`src/rtl/player_action_fsm.sv`:
```
// Player action state machine: stand/walk/crouch/shield/jump/punch driven by game ticks.
// Optional PLAYER_AIR_CONTROL_EN: left/right steer pos_x and facing while airborne.
module player_action_fsm #(
    parameter int unsigned X_MIN           = 0,
    parameter int unsigned X_MAX           = 512,
    parameter int unsigned X_INIT          = 100,
    parameter int unsigned WALK_STEP       = 4,
    parameter int unsigned JUMP_FRAMES     = 16,
    parameter int unsigned JUMP_STEP       = 6,
    parameter int unsigned PUNCH_FRAMES    = 8,
    parameter int unsigned PUNCH_HIT_FRAME = 3
) (
    input  logic       clk,
    input  logic       rst,
    input  logic       tick,
    input  logic       btn_left,
    input  logic       btn_right,
    input  logic       btn_up,
    input  logic       btn_down,
    input  logic       btn_punch,
    input  logic       btn_shield,
    output logic [6:0] action,
    output logic [9:0] pos_x,
    output logic [7:0] jump_h,
    output logic       punch_hit
);

    localparam int unsigned JW = $clog2(JUMP_FRAMES + 1);
    localparam int unsigned PW = $clog2(PUNCH_FRAMES + 1);

    localparam logic [JW-1:0] JumpLast  = JW'(JUMP_FRAMES - 1);
    localparam logic [JW-1:0] JumpHalf  = JW'(JUMP_FRAMES / 2);
    localparam logic [PW-1:0] PunchLast = PW'(PUNCH_FRAMES - 1);
    localparam logic [PW-1:0] PunchPreHit = PW'(PUNCH_HIT_FRAME - 1);

    typedef enum logic [2:0] {
        StStand, StWalk, StCrouch, StShield, StJump, StPunch
    } state_e;

    state_e        state;
    state_e        sel_state;
    logic [JW-1:0] jump_cnt;
    logic [PW-1:0] punch_cnt;
    logic          punch_prev;
    logic          punch_edge;
    logic          go_left;
    logic          go_right;
    logic [9:0]    pos_dec;
    logic [9:0]    pos_inc;

    function automatic logic [5:0] onehot(input state_e s);
        case (s)
            StWalk:   onehot = 6'b000001;
            StCrouch: onehot = 6'b000010;
            StShield: onehot = 6'b000100;
            StJump:   onehot = 6'b001000;
            StPunch:  onehot = 6'b010000;
            default:  onehot = 6'b100000;
        endcase
    endfunction

    always_comb begin
        punch_edge = btn_punch & ~punch_prev;
        go_left    = btn_left & ~btn_right;
        go_right   = btn_right & ~btn_left;

        if (punch_edge)              sel_state = StPunch;
        else if (btn_up)             sel_state = StJump;
        else if (btn_shield)         sel_state = StShield;
        else if (btn_down)           sel_state = StCrouch;
        else if (go_left | go_right) sel_state = StWalk;
        else                         sel_state = StStand;

        // Saturating moves computed one bit wider so the wall test cannot wrap
        pos_dec = ({1'b0, pos_x} < 11'(X_MIN) + 11'(WALK_STEP)) ? 10'(X_MIN)
                                                                 : pos_x - 10'(WALK_STEP);
        pos_inc = ({1'b0, pos_x} + 11'(WALK_STEP) > 11'(X_MAX)) ? 10'(X_MAX)
                                                                 : pos_x + 10'(WALK_STEP);
    end

    always_ff @(posedge clk) begin
        if (rst) begin
            state      <= StStand;
            action     <= 7'b0100000;
            pos_x      <= 10'(X_INIT);
            jump_h     <= '0;
            punch_hit  <= 1'b0;
            jump_cnt   <= '0;
            punch_cnt  <= '0;
            punch_prev <= 1'b1;
        end else begin
            punch_hit <= 1'b0;
            if (tick) begin
                punch_prev <= btn_punch;
                case (state)
                    StJump: begin
                        if (jump_cnt == JumpLast) begin
                            jump_cnt    <= '0;
                            jump_h      <= '0;
                            state       <= StStand;
                            action[5:0] <= onehot(StStand);
                        end else begin
                            jump_cnt <= jump_cnt + 1'b1;
                            jump_h   <= (jump_cnt < JumpHalf) ? jump_h + 8'(JUMP_STEP)
                                                              : jump_h - 8'(JUMP_STEP);
                        end
`ifdef PLAYER_AIR_CONTROL_EN
                        if (go_left) begin
                            pos_x     <= pos_dec;
                            action[6] <= 1'b1;
                        end else if (go_right) begin
                            pos_x     <= pos_inc;
                            action[6] <= 1'b0;
                        end
`endif
                    end
                    StPunch: begin
                        if (punch_cnt == PunchLast) begin
                            punch_cnt   <= '0;
                            state       <= StStand;
                            action[5:0] <= onehot(StStand);
                        end else begin
                            punch_cnt <= punch_cnt + 1'b1;
                        end
                        if (punch_cnt == PunchPreHit) punch_hit <= 1'b1;
                    end
                    default: begin
                        state       <= sel_state;
                        action[5:0] <= onehot(sel_state);
                        jump_cnt    <= '0;
                        punch_cnt   <= '0;
                        jump_h      <= '0;
                        if (sel_state == StWalk) begin
                            if (go_left) begin
                                pos_x     <= pos_dec;
                                action[6] <= 1'b1;
                            end else begin
                                pos_x     <= pos_inc;
                                action[6] <= 1'b0;
                            end
                        end
                    end
                endcase
            end
        end
    end

endmodule

```
`config.mk`:
```
export PLATFORM = sky130hd
export DESIGN_NAME = player_action_fsm
export DESIGN_NICKNAME = d
export VERILOG_FILES = /design/src/rtl/player_action_fsm.sv
export SDC_FILE = /design/constraint.sdc
export NUM_CORES = 1
export LEC_CHECK = 0
export BUFFER_PORTS_ARGS = -buffer_cell sky130_fd_sc_hd__buf_2
export CAP_MARGIN = 20
export CORE_MARGIN = 4
export CORE_UTILIZATION = 51
export DETAILED_ROUTE_END_ITERATION = 6
export PLACE_DENSITY = 0.84
export SETUP_SLACK_MARGIN = 0.02
export SKIP_LAST_GASP = 1
export SLEW_MARGIN = 20
export SYNTH_ARGS = -nofsm -noshare
export SYNTH_HDL_FRONTEND = slang
export SYNTH_SLANG_ARGS = --single-unit
```
`constraint.sdc`:
```
create_clock -name clk -period 1.8 [get_ports clk]
set_input_delay 0.36 -clock clk [delete_from_list [all_inputs] [get_ports clk]]
set_output_delay 0.36 -clock clk [all_outputs]
set_load 0.005 [all_outputs]
```
==> summary.md <==
| Metric | Value |
|---|---|
| Crit path time final | 1.83 ns |
| Crit start category | flip-flop |
| Critical Path Start | jump_cnt[4] |
| Worst hold path class | in -> reg |
| Yosys warnings | 0 |
| Place WS | -0.245 ns |
| Sw Share | 0.266 |
| Leak | 1.24 nW |
| Layout cells sized above 1 | 0.327 |
| Crit path kind | reg -> reg |
| Setup slack after layout | -0.0320 ns |
| Register area share after synthesis | 0.318 |
| Post-DP HPWL | about 4500 um |
| Core area | between 4000 and 5000 um2 |
| Post-DP Area | 2740 um2 |
| Post-synth ARST share | 0 |
| Failing checks | setup timing |
| Pwr per Cell Area | between 500 and 600 nW/um2 |
| Pin count of the biggest net entering global routing | 17 |
| F_max | about 550 MHz |
| Run status | finished with violations |
| GRT Overall Usage | 0.238 |
| Vias per cell | a little under 6 |
| Hold buffers post-CTS | 0 |
| Final setup vio count | 2 |
| # IOs | 35 |
| # DRC | 0 |
| Maximum level of the CTS H-tree | 2 |
| IO Port Bufs | 31 |
| Starting Density | 0.547 |
| Placer's final routability congestion estimate | about 0.97 |
| Max IR drop VDD | 0.567 mV |
| Vias in the first global route | between 2000 and 2500 |
| CTS tree | done |
| Final nets | 381 |
| Antenna viol nets, final | 0 |
| Layout area overhead | 30.6% |
| Final WL | between 6000 and 7000 um |
| Clock power share | 0.365 |
| Total CTS buffers | 5 |
| CP Capture Type | flip-flop |
| # Max-Cap Violations | 0 |
| CP arrival | about 2 ns |
| Clock sinks | 36 |
| Slew Limit Fails | 0 |
| Crit Path Max Fanout | 5 |
| Die Wd | 74.7 um |
| Fin. Hold Viols | 0 |
| R2R setup slack | -0.03 ns |
| Fin Hold WS | 0.321 ns |
| Drt pass-1 iters | 5 |
| Cell row count | 23 |
| Worst r2r src | jump_cnt[4] |
| Mapped Cells | roughly 290 |
| Via count of the routed design | approximately 2500 |
| Sw power | ~0.44 mW |
| Top FF cell, synth | dfxtp_1 |
| Final Non-Filler Cells | 411 |
| Worst Min Path Start | btn_punch |
| Worst-skew pair later-pin latency | approximately 0.3 ns |
| Die H | around 75 um |
| Worst EP required | ~2.0 ns |
| Flop pwr share | 0.501 |
| First-pass GRT wire length | between 10000 and 15000 um |
| Synthesis-stage register bit count | 36 |
| Post-synth EDFFs | 0 |
| FILL cells | 310 |
| Final period util | 1.02 |
| DR iter-0 viols | 199 |
| DR WL/cell | approximately 15 um |
| CTS root buffer | clkbuf_8 |
| Internal cell power | ~1.2 mW |
| Clk slew on worst S/H paths | about 0.080 ns |
| RSZ-0062 raised after global routing | true |
| Post-route cell area | between 2000 and 3000 um2 |
| # diodes | 0 |
| Clock Path Buffers | 2 |
| Clock Skew | 0.0110 ns |
| Die area | between 5000 and 6000 um2 |
| GRT Residual Overflow | 0 |
| Initial antenna violation count | 0 |
| Synth unique cells | between 50 and 60 |
| Comb pwr share | 0.134 |
| Avg Cell Area, Syn | just under 8 um2 |
| Post-Syn Area | 2270 um2 |
| Cells after DPL | 397 |
[sequential cells by signal, indices dropped and copies added (netlist names)]
signal	count
state	3
punch_hit	1
pos_x	8
punch_prev	1
jump_h	7
punch_cnt	4
jump_cnt	5
action	7
[power groups by stage]
stage / logic (mW) / registers [mW] / clock network [mW]
after floorplan: 0.134 / 0.847 / 0
after global placement: 0.204 / 0.849 / 0
after detailed placement: 0.210 / 0.850 / 0
after CTS: 0.214 / 0.832 / 0.618
after global routing: 0.244 / 0.835 / 0.648
final: 0.223 / 0.832 / 0.606
[worst paths after layout]
path | to | cells past startpoint
worst min-delay path | punch_prev | 3
worst min register to register | action[1] | 2
worst max register to register | jump_h[7] | 7
worst max-delay path | jump_h[7] | 7
[area by class of cell]
type / instances / area, um2 / area share
tap: 50 / 62.6 / 0.0211
multi-input combinational: 229 / 1530 / 0.517
clock inverter: 1 / 7.51 / 0.00253
timing repair buffer: 76 / 493 / 0.166
clock buffer: 7 / 86.3 / 0.0291
inverter: 12 / 47.5 / 0.0160
sequential: 36 / 734 / 0.248
[cells by family after synthesis]
kind of cell    after synthesis  share of synthesized area
simple gates                132                      0.307
buf+inv                      28                     0.0590
flops                        36                      0.318
mux                           3                     0.0154
other cells                   1                    0.00165
compound gates               74                      0.210
xor+xnor                      5                     0.0193
fa+ha+maj                    12                     0.0695
[cells in the mapped netlist (2+ instances only)]
cell      count  area share
ha_1         11       0.061
nor2b_1       6       0.017
and3b_1       2      0.0077
a31oi_1       3      0.0083
nand4_1       4       0.011
o211ai_1      6       0.020
clkbuf_1      5      0.0083
and4_1        2      0.0077
nand2_1      28       0.046
nor4_1        5       0.014
nand2b_1      4       0.011
o21ai_1       3      0.0066
a21o_1        2      0.0066
or3_1         3      0.0083
a22oi_1       5       0.017
nor2_1       39       0.065
a221o_1       2      0.0088
a21oi_1      27       0.060
or2_2         3      0.0083
inv_1         9       0.015
o21a_1        2      0.0066
mux2i_1       2      0.0088
inv_2         2      0.0033
xnor2_1       3       0.012
nor4b_1       2      0.0077
nor3_1       12       0.026
nand3_1       6       0.013
nor3b_1       3      0.0099
buf_2         5       0.011
dfxtp_1      36        0.32
or4_1         2      0.0066
o21ai_0      12       0.026
and3_1        2      0.0055
xor2_1        2      0.0077
buf_4         4       0.013
nand3b_1      3      0.0099
nand4b_1      2      0.0077
[cell usage in the layout, fill, tap and decap left out, drive strengths merged, types with 5 or more instances in the layout]
master  instances
ha             11
buf            76
nor2           39
a22oi           5
nor4            6
clkbuf          7
nor2b           6
a21oi          27
nand3           6
inv            11
o21ai          15
nor3           13
nand2          28
o211ai          6
dfxtp          36
[stage by stage]
step           TNS (ns)  utilization  total power, mW
2_1_floorplan         0            -            0.981
3_3_place_gp     -0.426        0.661             1.05
3_5_place_dp      -1.18        0.661             1.06
4_1_cts        -0.00903        0.695             1.66
5_1_grt          -0.353        0.715             1.73
6_report        -0.0323        0.715             1.66
[timing repair]
item	CTS	global route
pin swaps	9	13
buffers inserted	2	4
gates resized for setup	10	17
endpoints found under the setup margin	8	15
[layer usage]
metal  GRT usage  share of wire
met5           0              0
met4      0.0771          0.014
met1       0.294           0.43
met3      0.0547          0.062
met2       0.411           0.49
[worst max-delay path, cell delays in order (launching register included)]
cell and delay (ns):
dfxtp_2 0.34, or2_4 0.19, inv_4 0.06, fa_2 0.35, a211oi_2 0.28, nor4b_2 0.10
o311ai_1 0.29, a31oi_1 0.12
Note: power is estimated with default switching activity, not from simulation.
